## src/rtl/cv_layer_sched.sv

```systemverilog
// Sequences one conv layer on the CV core: per O-tile load weights, walk the I-tiles, then store output.
// Cmd pulses are registered; every request waits for core_idle, and every wait is covered by a watchdog.
module cv_layer_sched #(
    parameter int CW      = 11,
    parameter int TO_W    = 16,
    parameter int TIMEOUT = 60000
) (
    input  logic          clk,
    input  logic          rst_n,
    input  logic          start,
    input  logic [CW-1:0] cfg_I,
    input  logic [CW-1:0] cfg_O,
    input  logic [CW-1:0] cfg_IT,
    input  logic [CW-1:0] cfg_OT,
    input  logic [4:0]    cfg_K,
    input  logic [CW-1:0] cfg_H,
    input  logic [CW-1:0] cfg_W,
    input  logic          cfg_bias,
    input  logic          core_idle,
    output logic          load_weight,
    output logic          load_input,
    output logic          store_output,
    output logic [4:0]    K,
    output logic [CW-1:0] I,
    output logic [CW-1:0] Iori,
    output logic [CW-1:0] Iext,
    output logic [CW-1:0] Oext,
    output logic [CW-1:0] Hext,
    output logic [CW-1:0] Wext,
    output logic          has_bias,
    output logic [1:0]    phase,
    output logic [CW-1:0] tile_o,
    output logic          busy,
    output logic          done,
    output logic          err
);

    typedef enum logic [3:0] {
        S_IDLE, S_CHK, S_W_REQ, S_W_WAIT, S_I_REQ, S_I_WAIT,
        S_S_REQ, S_S_WAIT, S_NEXT_O, S_FIN
    } state_t;

    localparam logic [TO_W-1:0] LP_TO_LAST = TO_W'(TIMEOUT - 1);
    localparam logic [TO_W-1:0] LP_ONE     = TO_W'(1);

    function automatic logic [CW-1:0] f_min(input logic [CW-1:0] a, input logic [CW-1:0] b);
        return (a < b) ? a : b;
    endfunction

    state_t        r_state, w_state_nxt;
    logic [CW-1:0] r_cfg_I, r_cfg_O, r_cfg_IT, r_cfg_OT, r_cfg_H, r_cfg_W;
    logic [4:0]    r_cfg_K;
    logic          r_cfg_bias;
    logic [CW-1:0] w_cfg_I_nxt, w_cfg_O_nxt, w_cfg_IT_nxt, w_cfg_OT_nxt, w_cfg_H_nxt, w_cfg_W_nxt;
    logic [4:0]    w_cfg_K_nxt;
    logic          w_cfg_bias_nxt;

    logic [4:0]    r_k, w_k_nxt;
    logic [CW-1:0] r_i, w_i_nxt;
    logic [CW-1:0] r_iori, w_iori_nxt, r_iext, w_iext_nxt;
    logic [CW-1:0] r_oori, w_oori_nxt, r_oext, w_oext_nxt;
    logic [CW-1:0] r_hext, w_hext_nxt, r_wext, w_wext_nxt;
    logic          r_has_bias, w_has_bias_nxt;

    logic          r_lw, w_lw_nxt, r_li, w_li_nxt, r_so, w_so_nxt;
    logic          r_busy, w_busy_nxt, r_done, w_done_nxt, r_err, w_err_nxt;
    logic          r_seen, w_seen_nxt;
    logic [TO_W-1:0] r_wd, w_wd_nxt;

    logic [CW-1:0] w_i_end, w_o_end, w_i_left, w_o_left;
    logic          w_cfg_bad, w_wait_exit, w_wait_abort;
    logic [1:0]    w_phase;

    assign w_i_end      = r_iori + r_iext;
    assign w_o_end      = r_oori + r_oext;
    assign w_i_left     = r_i - w_i_end;
    assign w_o_left     = r_cfg_O - w_o_end;
    assign w_cfg_bad    = (r_cfg_I == '0) || (r_cfg_O == '0) || (r_cfg_IT == '0) ||
                          (r_cfg_OT == '0) || (r_cfg_K == '0);
    // Exit needs an observed busy period, so the pulse cycle itself can never end a wait.
    assign w_wait_exit  = r_seen && core_idle;
    assign w_wait_abort = (r_wd == LP_TO_LAST);

    always_comb begin
        w_state_nxt    = r_state;
        w_cfg_I_nxt    = r_cfg_I;
        w_cfg_O_nxt    = r_cfg_O;
        w_cfg_IT_nxt   = r_cfg_IT;
        w_cfg_OT_nxt   = r_cfg_OT;
        w_cfg_K_nxt    = r_cfg_K;
        w_cfg_H_nxt    = r_cfg_H;
        w_cfg_W_nxt    = r_cfg_W;
        w_cfg_bias_nxt = r_cfg_bias;
        w_k_nxt        = r_k;
        w_i_nxt        = r_i;
        w_iori_nxt     = r_iori;
        w_iext_nxt     = r_iext;
        w_oori_nxt     = r_oori;
        w_oext_nxt     = r_oext;
        w_hext_nxt     = r_hext;
        w_wext_nxt     = r_wext;
        w_has_bias_nxt = r_has_bias;
        w_busy_nxt     = r_busy;
        w_seen_nxt     = r_seen;
        w_wd_nxt       = r_wd;
        w_lw_nxt       = 1'b0;
        w_li_nxt       = 1'b0;
        w_so_nxt       = 1'b0;
        w_done_nxt     = 1'b0;
        w_err_nxt      = 1'b0;

        if (r_state == S_W_WAIT || r_state == S_I_WAIT || r_state == S_S_WAIT) begin
            w_seen_nxt = r_seen | ~core_idle;
            w_wd_nxt   = r_wd + LP_ONE;
        end

        case (r_state)
            S_IDLE: begin
                if (start) begin
                    w_cfg_I_nxt    = cfg_I;
                    w_cfg_O_nxt    = cfg_O;
                    w_cfg_IT_nxt   = cfg_IT;
                    w_cfg_OT_nxt   = cfg_OT;
                    w_cfg_K_nxt    = cfg_K;
                    w_cfg_H_nxt    = cfg_H;
                    w_cfg_W_nxt    = cfg_W;
                    w_cfg_bias_nxt = cfg_bias;
                    w_busy_nxt     = 1'b1;
                    w_state_nxt    = S_CHK;
                end
            end
            S_CHK: begin
                if (w_cfg_bad) begin
                    w_err_nxt   = 1'b1;
                    w_busy_nxt  = 1'b0;
                    w_state_nxt = S_IDLE;
                end else begin
                    w_k_nxt        = r_cfg_K;
                    w_i_nxt        = r_cfg_I;
                    w_hext_nxt     = r_cfg_H;
                    w_wext_nxt     = r_cfg_W;
                    w_has_bias_nxt = r_cfg_bias;
                    w_oori_nxt     = '0;
                    w_oext_nxt     = f_min(r_cfg_OT, r_cfg_O);
                    w_iori_nxt     = '0;
                    w_iext_nxt     = f_min(r_cfg_IT, r_cfg_I);
                    w_state_nxt    = S_W_REQ;
                end
            end
            S_W_REQ, S_I_REQ, S_S_REQ: begin
                if (core_idle) begin
                    w_seen_nxt = 1'b0;
                    w_wd_nxt   = '0;
                    case (r_state)
                        S_W_REQ: begin w_lw_nxt = 1'b1; w_state_nxt = S_W_WAIT; end
                        S_I_REQ: begin w_li_nxt = 1'b1; w_state_nxt = S_I_WAIT; end
                        default: begin w_so_nxt = 1'b1; w_state_nxt = S_S_WAIT; end
                    endcase
                end
            end
            S_W_WAIT, S_I_WAIT, S_S_WAIT: begin
                if (w_wait_exit) begin
                    case (r_state)
                        S_W_WAIT: w_state_nxt = S_I_REQ;
                        S_I_WAIT: begin
                            if (w_i_end == r_i) begin
                                w_state_nxt = S_S_REQ;
                            end else begin
                                w_iori_nxt  = w_i_end;
                                w_iext_nxt  = f_min(r_cfg_IT, w_i_left);
                                w_state_nxt = S_I_REQ;
                            end
                        end
                        default: w_state_nxt = S_NEXT_O;
                    endcase
                end else if (w_wait_abort) begin
                    w_err_nxt   = 1'b1;
                    w_busy_nxt  = 1'b0;
                    w_state_nxt = S_IDLE;
                end
            end
            S_NEXT_O: begin
                if (w_o_end == r_cfg_O) begin
                    w_state_nxt = S_FIN;
                end else begin
                    w_oori_nxt  = w_o_end;
                    w_oext_nxt  = f_min(r_cfg_OT, w_o_left);
                    w_iori_nxt  = '0;
                    w_iext_nxt  = f_min(r_cfg_IT, r_i);
                    w_state_nxt = S_W_REQ;
                end
            end
            S_FIN: begin
                w_done_nxt  = 1'b1;
                w_busy_nxt  = 1'b0;
                w_state_nxt = S_IDLE;
            end
            default: w_state_nxt = S_IDLE;
        endcase
    end

    always_ff @(posedge clk or negedge rst_n) begin
        if (!rst_n) begin
            r_state    <= S_IDLE;
            r_cfg_I    <= '0;
            r_cfg_O    <= '0;
            r_cfg_IT   <= '0;
            r_cfg_OT   <= '0;
            r_cfg_K    <= '0;
            r_cfg_H    <= '0;
            r_cfg_W    <= '0;
            r_cfg_bias <= 1'b0;
            r_k        <= '0;
            r_i        <= '0;
            r_iori     <= '0;
            r_iext     <= '0;
            r_oori     <= '0;
            r_oext     <= '0;
            r_hext     <= '0;
            r_wext     <= '0;
            r_has_bias <= 1'b0;
            r_lw       <= 1'b0;
            r_li       <= 1'b0;
            r_so       <= 1'b0;
            r_busy     <= 1'b0;
            r_done     <= 1'b0;
            r_err      <= 1'b0;
            r_seen     <= 1'b0;
            r_wd       <= '0;
        end else begin
            r_state    <= w_state_nxt;
            r_cfg_I    <= w_cfg_I_nxt;
            r_cfg_O    <= w_cfg_O_nxt;
            r_cfg_IT   <= w_cfg_IT_nxt;
            r_cfg_OT   <= w_cfg_OT_nxt;
            r_cfg_K    <= w_cfg_K_nxt;
            r_cfg_H    <= w_cfg_H_nxt;
            r_cfg_W    <= w_cfg_W_nxt;
            r_cfg_bias <= w_cfg_bias_nxt;
            r_k        <= w_k_nxt;
            r_i        <= w_i_nxt;
            r_iori     <= w_iori_nxt;
            r_iext     <= w_iext_nxt;
            r_oori     <= w_oori_nxt;
            r_oext     <= w_oext_nxt;
            r_hext     <= w_hext_nxt;
            r_wext     <= w_wext_nxt;
            r_has_bias <= w_has_bias_nxt;
            r_lw       <= w_lw_nxt;
            r_li       <= w_li_nxt;
            r_so       <= w_so_nxt;
            r_busy     <= w_busy_nxt;
            r_done     <= w_done_nxt;
            r_err      <= w_err_nxt;
            r_seen     <= w_seen_nxt;
            r_wd       <= w_wd_nxt;
        end
    end

    always_comb begin
        w_phase = 2'd0;
        case (r_state)
            S_W_REQ, S_W_WAIT: w_phase = 2'd1;
            S_I_REQ, S_I_WAIT: w_phase = 2'd2;
            S_S_REQ, S_S_WAIT: w_phase = 2'd3;
            default:           w_phase = 2'd0;
        endcase
    end

    assign load_weight  = r_lw;
    assign load_input   = r_li;
    assign store_output = r_so;
    assign K            = r_k;
    assign I            = r_i;
    assign Iori         = r_iori;
    assign Iext         = r_iext;
    assign Oext         = r_oext;
    assign Hext         = r_hext;
    assign Wext         = r_wext;
    assign has_bias     = r_has_bias;
    assign phase        = w_phase;
    assign tile_o       = r_oori;
    assign busy         = r_busy;
    assign done         = r_done;
    assign err          = r_err;

endmodule

```

## config.mk

```make
export PLATFORM = sky130hd
export DESIGN_NAME = cv_layer_sched
export DESIGN_NICKNAME = d
export VERILOG_FILES = /design/src/rtl/cv_layer_sched.sv
export SDC_FILE = /design/constraint.sdc
export NUM_CORES = 1
export LEC_CHECK = 0
export BUFFER_PORTS_ARGS = -buffer_cell sky130_fd_sc_hd__buf_2
export CAP_MARGIN = 20
export CELL_PAD_IN_SITES_DETAIL_PLACEMENT = 1
export CELL_PAD_IN_SITES_GLOBAL_PLACEMENT = 1
export CORE_MARGIN = 3
export CORE_UTILIZATION = 39
export DETAILED_ROUTE_END_ITERATION = 8
export GPL_ROUTABILITY_DRIVEN = 0
export PLACE_DENSITY = 0.82
export SYNTH_ARGS = -nofsm -noshare
export SYNTH_HDL_FRONTEND = slang
export SYNTH_SLANG_ARGS = --single-unit
```

## constraint.sdc

```tcl
create_clock -name clk -period 5.25 [get_ports clk]
set_clock_uncertainty 0.05 [all_clocks]
set_input_delay 0.525 -clock clk [delete_from_list [all_inputs] [get_ports clk]]
set_output_delay 0.525 -clock clk [all_outputs]
set_load 0.03 [all_outputs]
```

Word level (Yosys, flattened, before mapping)
Cells that the tools add are included.

word-level totals
  register bits after elaboration = 182
  bits in latches = 0
  RAM bits = 0
  bits in read-only memories = 0
  bits of input ports = 76
  output and inout bits = 91
  word-level logic and storage cells = 148
  memories = 0

operators by class
  $add $sub $neg = 5
  $mul = 0
  div/mod/pow operators = 0
  magnitude comparators = 5
  equal/unequal tests = 23
  shift-type cells = 0
  mux-type cells = 58
  bitwise gates (word level) = 3
  reductions and logical operators = 28

operator list
  operator                                                                count
  11-bit two-way mux                                                      18
  11-bit one-hot mux with 3 select lines                                  2
  11-bit < comparator                                                     5
  16-bit two-way mux                                                      3
  11-bit logical NOT                                                      4
  11-bit one-hot mux with 2 select lines                                  2
  11-bit adder                                                            2
  11-bit equality test                                                    2
  11-bit subtractor                                                       2
  1-bit two-way mux                                                       20
  4-bit two-way mux                                                       5
  2-bit inequality test (second input constant)                           10
  4-bit one-hot mux with 5 select lines                                   1
  16-bit by 1-bit adder with 16-bit output (second input constant)        1
  16-bit equality test (second input constant)                            1
  4-bit by 3-bit equality test with 1-bit output (second input constant)  4
  4-bit by 2-bit equality test with 1-bit output (second input constant)  2
  4-bit equality test (second input constant)                             2
  4-bit one-hot mux with 2 select lines                                   1
  2-bit OR reduction                                                      4
  1-bit logical OR                                                        6
  2-bit one-hot mux with 3 select lines                                   1
  3-bit one-hot mux with 2 select lines                                   1
  3-bit AND reduction                                                     2
  other kinds (17)                                                        21

Depth between registers and ports, before layout
  word-level depth = 8
  depth in mapped cells = 24

Worst setup path before layout
Ideal clock, no wire load.

  kind = flip-flop to flip-flop
  start = register r_iori[0], in the netlist Iori[0]
  end = register r_iext[9], in the netlist Iext[9]
  setup time = 0.125 ns
  arrival = 4.882 ns
  setup slack = 0.193 ns
  cell stages (with the launch flop) = 21
  path through = dfrtp_1 > ha_1 > fa_1 > a211oi_1 > o21bai_1 > a21oi_1 > xor2_1 > ha_1 > and4_1 > a211oi_1 > xor2_1 > ha_1 > nand2_1 > or3_1 > a21oi_1 > o211ai_1 > nand2_1 > buf_1 > o221a_2 > o221ai_1 > mux2_2

between the ends
  cells in the longest elaborated chain, start to end = 8

RTL lines
  element                                 RTL line  text
  start: declaration                      60        logic [CW-1:0] r_iori, w_iori_nxt, r_iext, w_iext_nxt;
  start signal: assignment                242       r_iori <= w_iori_nxt;
  11-bit adder (*)                        74        assign w_i_end = r_iori + r_iext;
  11-bit subtractor                       76        assign w_i_left = r_i - w_i_end;
  11-bit < comparator                     47        return (a < b) ? a : b;
  11-bit two-way mux                      47
  11-bit two-way mux                      166       if (w_i_end == r_i) begin
  11-bit two-way mux                      163       case (r_state)
  11-bit two-way mux                      162       if (w_wait_exit) begin
  11-bit one-hot mux with 3 select lines  117       case (r_state)
  end signal: assignment                  243       r_iext <= w_iext_nxt;
  end: declaration                        60

Mark *: on every way between the ends. The rest lies on a longest branch, timed or not. The select of a mux whose other input is x is not followed.
A chain may end at the register's enable or synchronous reset.

Worst setup path in the final report
  start = register r_oext[1], in the netlist Oext[1]
  end = register r_oext[6], in the netlist Oext[6]

between the ends
  cells in the longest elaborated chain, start to end = 6

RTL lines
  element                                 RTL line  text
  start: declaration                      61        logic [CW-1:0] r_oori, w_oori_nxt, r_oext, w_oext_nxt;
  start signal: assignment                245       r_oext <= w_oext_nxt;
  11-bit adder (*)                        75        assign w_o_end = r_oori + r_oext;
  11-bit subtractor                       77        assign w_o_left = r_cfg_O - w_o_end;
  11-bit < comparator                     47
  11-bit two-way mux                      47
  11-bit two-way mux                      183       if (w_o_end == r_cfg_O) begin
  11-bit one-hot mux with 2 select lines  117

Marked as above.

==> flow_summary.toml <==
[synth]
synth_top_area_share = 0.415
synth_most_common_cell = "dfrtp_1"
syn_nets = 1226
synth-seq-cells = 182
syn_avg_cell_area_um2 = 10.4
yosys-top-cells-count = "dfrtp_1, mux2_2, ha_1, nor2_1, o21ai_0"
syn_area_mm2 = 0.0110
synthDistinctLibCells = 71
synth_edf_count = 0
synthFlopType = "dfrtp_1"
yosys.area.top_type = "dfrtp_1"
synth_area_leaders = "dfrtp_1, mux2_2, ha_1, o21ai_0, nor2_1"
synth_seq_area_share = 0.415
ys_warn_count = 0
synth_async_sr_flop_share = 1.00
syn_inst = 1055

[cells_and_area]
finalNonFillerCells = 1606
multi_input_area_mm2 = 0.00611
syn2layout_area_growth_pct = 18.2
nNetsFinal = 1392
ff_latch_area_mm2 = 0.00455
fillers = 3118
final_layout_size_suffix_gt1_frac = 0.296

[clocking]
worstSkewPairLatency_ps = 440
cts_tree = "done"
numCtsBuffers = 17
h-tree-depth = 4
root_buffer = "clkbuf_16"
clkSinkCount = 182
clk_pin_slew_ps = 80
clockBufferDepth = 2
ctsHoldBuffers = 0

[routing]
postRouteAntennaNets = 0
firstDrtPassIters = 5
drt_wl_total_mm = 32.1
via_per_inst = 5.55
route.vias.total = 8909
drt_iter0_markers = 421
drc = 0
wl_per_cell_um = 20.0

[global_routing]
grt-ovfl-total = 0
grt_max_degree = 103
grt_antenna_before_repair = 8
grt_util_all_layers = 0.215
grt_pass1_wl_mm = 52.8
grt_pass1_vias = 9603

[worst_setup_path]
end_kind = "flip-flop"
criticalPathCategory = "flip-flop to flip-flop"
crit_arrival_ps = 5230
critPathRequiredTime_ps = 5520
crit_fanout = 10
worst_setup_path_start_kind = "flip-flop"

[sta]
max_freq_mhz = 202
period_needed_ps = 4960
slew_viol_final = 0
tightest_slew_ps = 945
setup_viol = 0
slew_headroom = 0.370
fin_crit_sh = 0.945
hold_viol_final = 0

[floorplanning]
chipWidth_um = 174
ioPinCount = 167
fp.dieH_um = 174
initial_core_util = 0.401
row_count = 60
fp.dieArea_mm2 = 0.0302
core-area_mm2 = 0.0273

[job]
cap_violations = 0

[run_status]
status = "completed"

[min_path]
min_path_type = "input pin to async pin"

[placement]
io_buffer_count = 166
place_hpwl_mm = 24.4
dp.cells = 1571
-- final timing paths --
path                                     start                endpoint  slack [ps]  cells after the start
max                        Oext[1]$_DFFE_PN0P_     Oext[6]$_DFFE_PN0P_         290                     22
min                                      rst_n     Iori[7]$_DFFE_PN0P_          80                      1
max reg2reg                Oext[1]$_DFFE_PN0P_     Oext[6]$_DFFE_PN0P_         290                     22
min reg2reg                   busy$_DFFE_PN0P_        busy$_DFFE_PN0P_         450                      2
max in group asynchronous                rst_n       r_wd[0]$_DFF_PN0_        3870                      2
min in group clk                      cfg_O[5]  r_cfg_O[5]$_DFFE_PN0P_         260                      2
-- routing by layer --
layer,vias up,routed length (µm),track usage
li1,4177,-,-
met5,-,90,0
met4,14,728,0.0610
met3,60,2030,0.0611
met2,217,14900,0.346
met1,4441,14300,0.285
-- kinds of logic after synthesis --
| family | share of synthesized area |
|---|---|
| simple gates | 0.116 |
| mux | 0.139 |
| compound gates | 0.142 |
| fa+ha+maj | 0.111 |
| flops | 0.415 |
| buf+inv | 0.0367 |
| xor+xnor | 0.0396 |
-- placed cells by master, fill, tap and decap left out, types with 17 or more instances in the layout --
cell type / synthesis / final
buf_2: 4 / 165
inv_1: 63 / 63
buf_4: 0 / 19
nand2_1: 55 / 55
ha_1: 91 / 91
nor2_1: 73 / 73
dfrtp_1: 182 / 182
a21oi_1: 51 / 49
clkbuf_16: 0 / 17
o21ai_0: 64 / 62
xor2_1: 27 / 25
xnor2_1: 20 / 19
a21o_1: 20 / 20
nand3_1: 24 / 23
mux2_2: 119 / 119
-- metrics by stage --
step	setup slack, ps	area, µm²	util	hold slack, ps	setup TNS, ps
detailed placement	-182	12300	0.448	441	-1240
floorplan	193	11000	-	179	0
finish	289	13000	0.475	83.9	0
CTS	2.08	12900	0.471	164	0
global route	-30.0	13000	0.474	179	-75.8
global placement	174	12300	0.448	433	0
-- critical path, stage by stage, from the launching register on --
cell and delay, ps:
dfrtp_1 410, ha_1 300, a21o_1 200, a21oi_2 180
o21bai_1 100, a21oi_2 230, xor2_2 190, ha_1 310
a21o_1 180, a21oi_1 140, nor2b_1 70, o31ai_2 260
nand2b_1 80, a21oi_1 170, xor2_1 250, ha_1 300
a21o_1 210, nor3_2 200, or3_1 180, buf_6 160
inv_1 70, a221o_1 340, mux2_2 260
-- state kept, by name, summed over array words and instances, names as in the netlist, 11 cells and up --
register and flops:
Oext 11, tile_o 11, r_cfg_W 11, r_cfg_I 11
Iori 11, Hext 11, Wext 11, r_cfg_OT 11
r_wd 16, r_cfg_O 11, Iext 11, I 11
r_cfg_IT 11, r_cfg_H 11
-- layout make-up --
type,instances,area share
inverters,63,0.0182
well taps,372,0.0359
repair buffers,186,0.0766
diodes,1,0.000193
clock inverters,14,0.0138
clock buffers,17,0.0328
multi-input cells,771,0.471
flip-flops and latches,182,0.351
-- repair_timing --
action / CTS / global route
pin swaps: 0 / 7
endpoints found under the setup margin: 10 / 22
gates resized for setup: 1 / 18
setup buffers: 0 / 3
endpoints found under the hold margin: 0 / 0
Power is not shown: default switching activity piles up to over one toggle a cycle in this logic, so the estimate is an artifact.
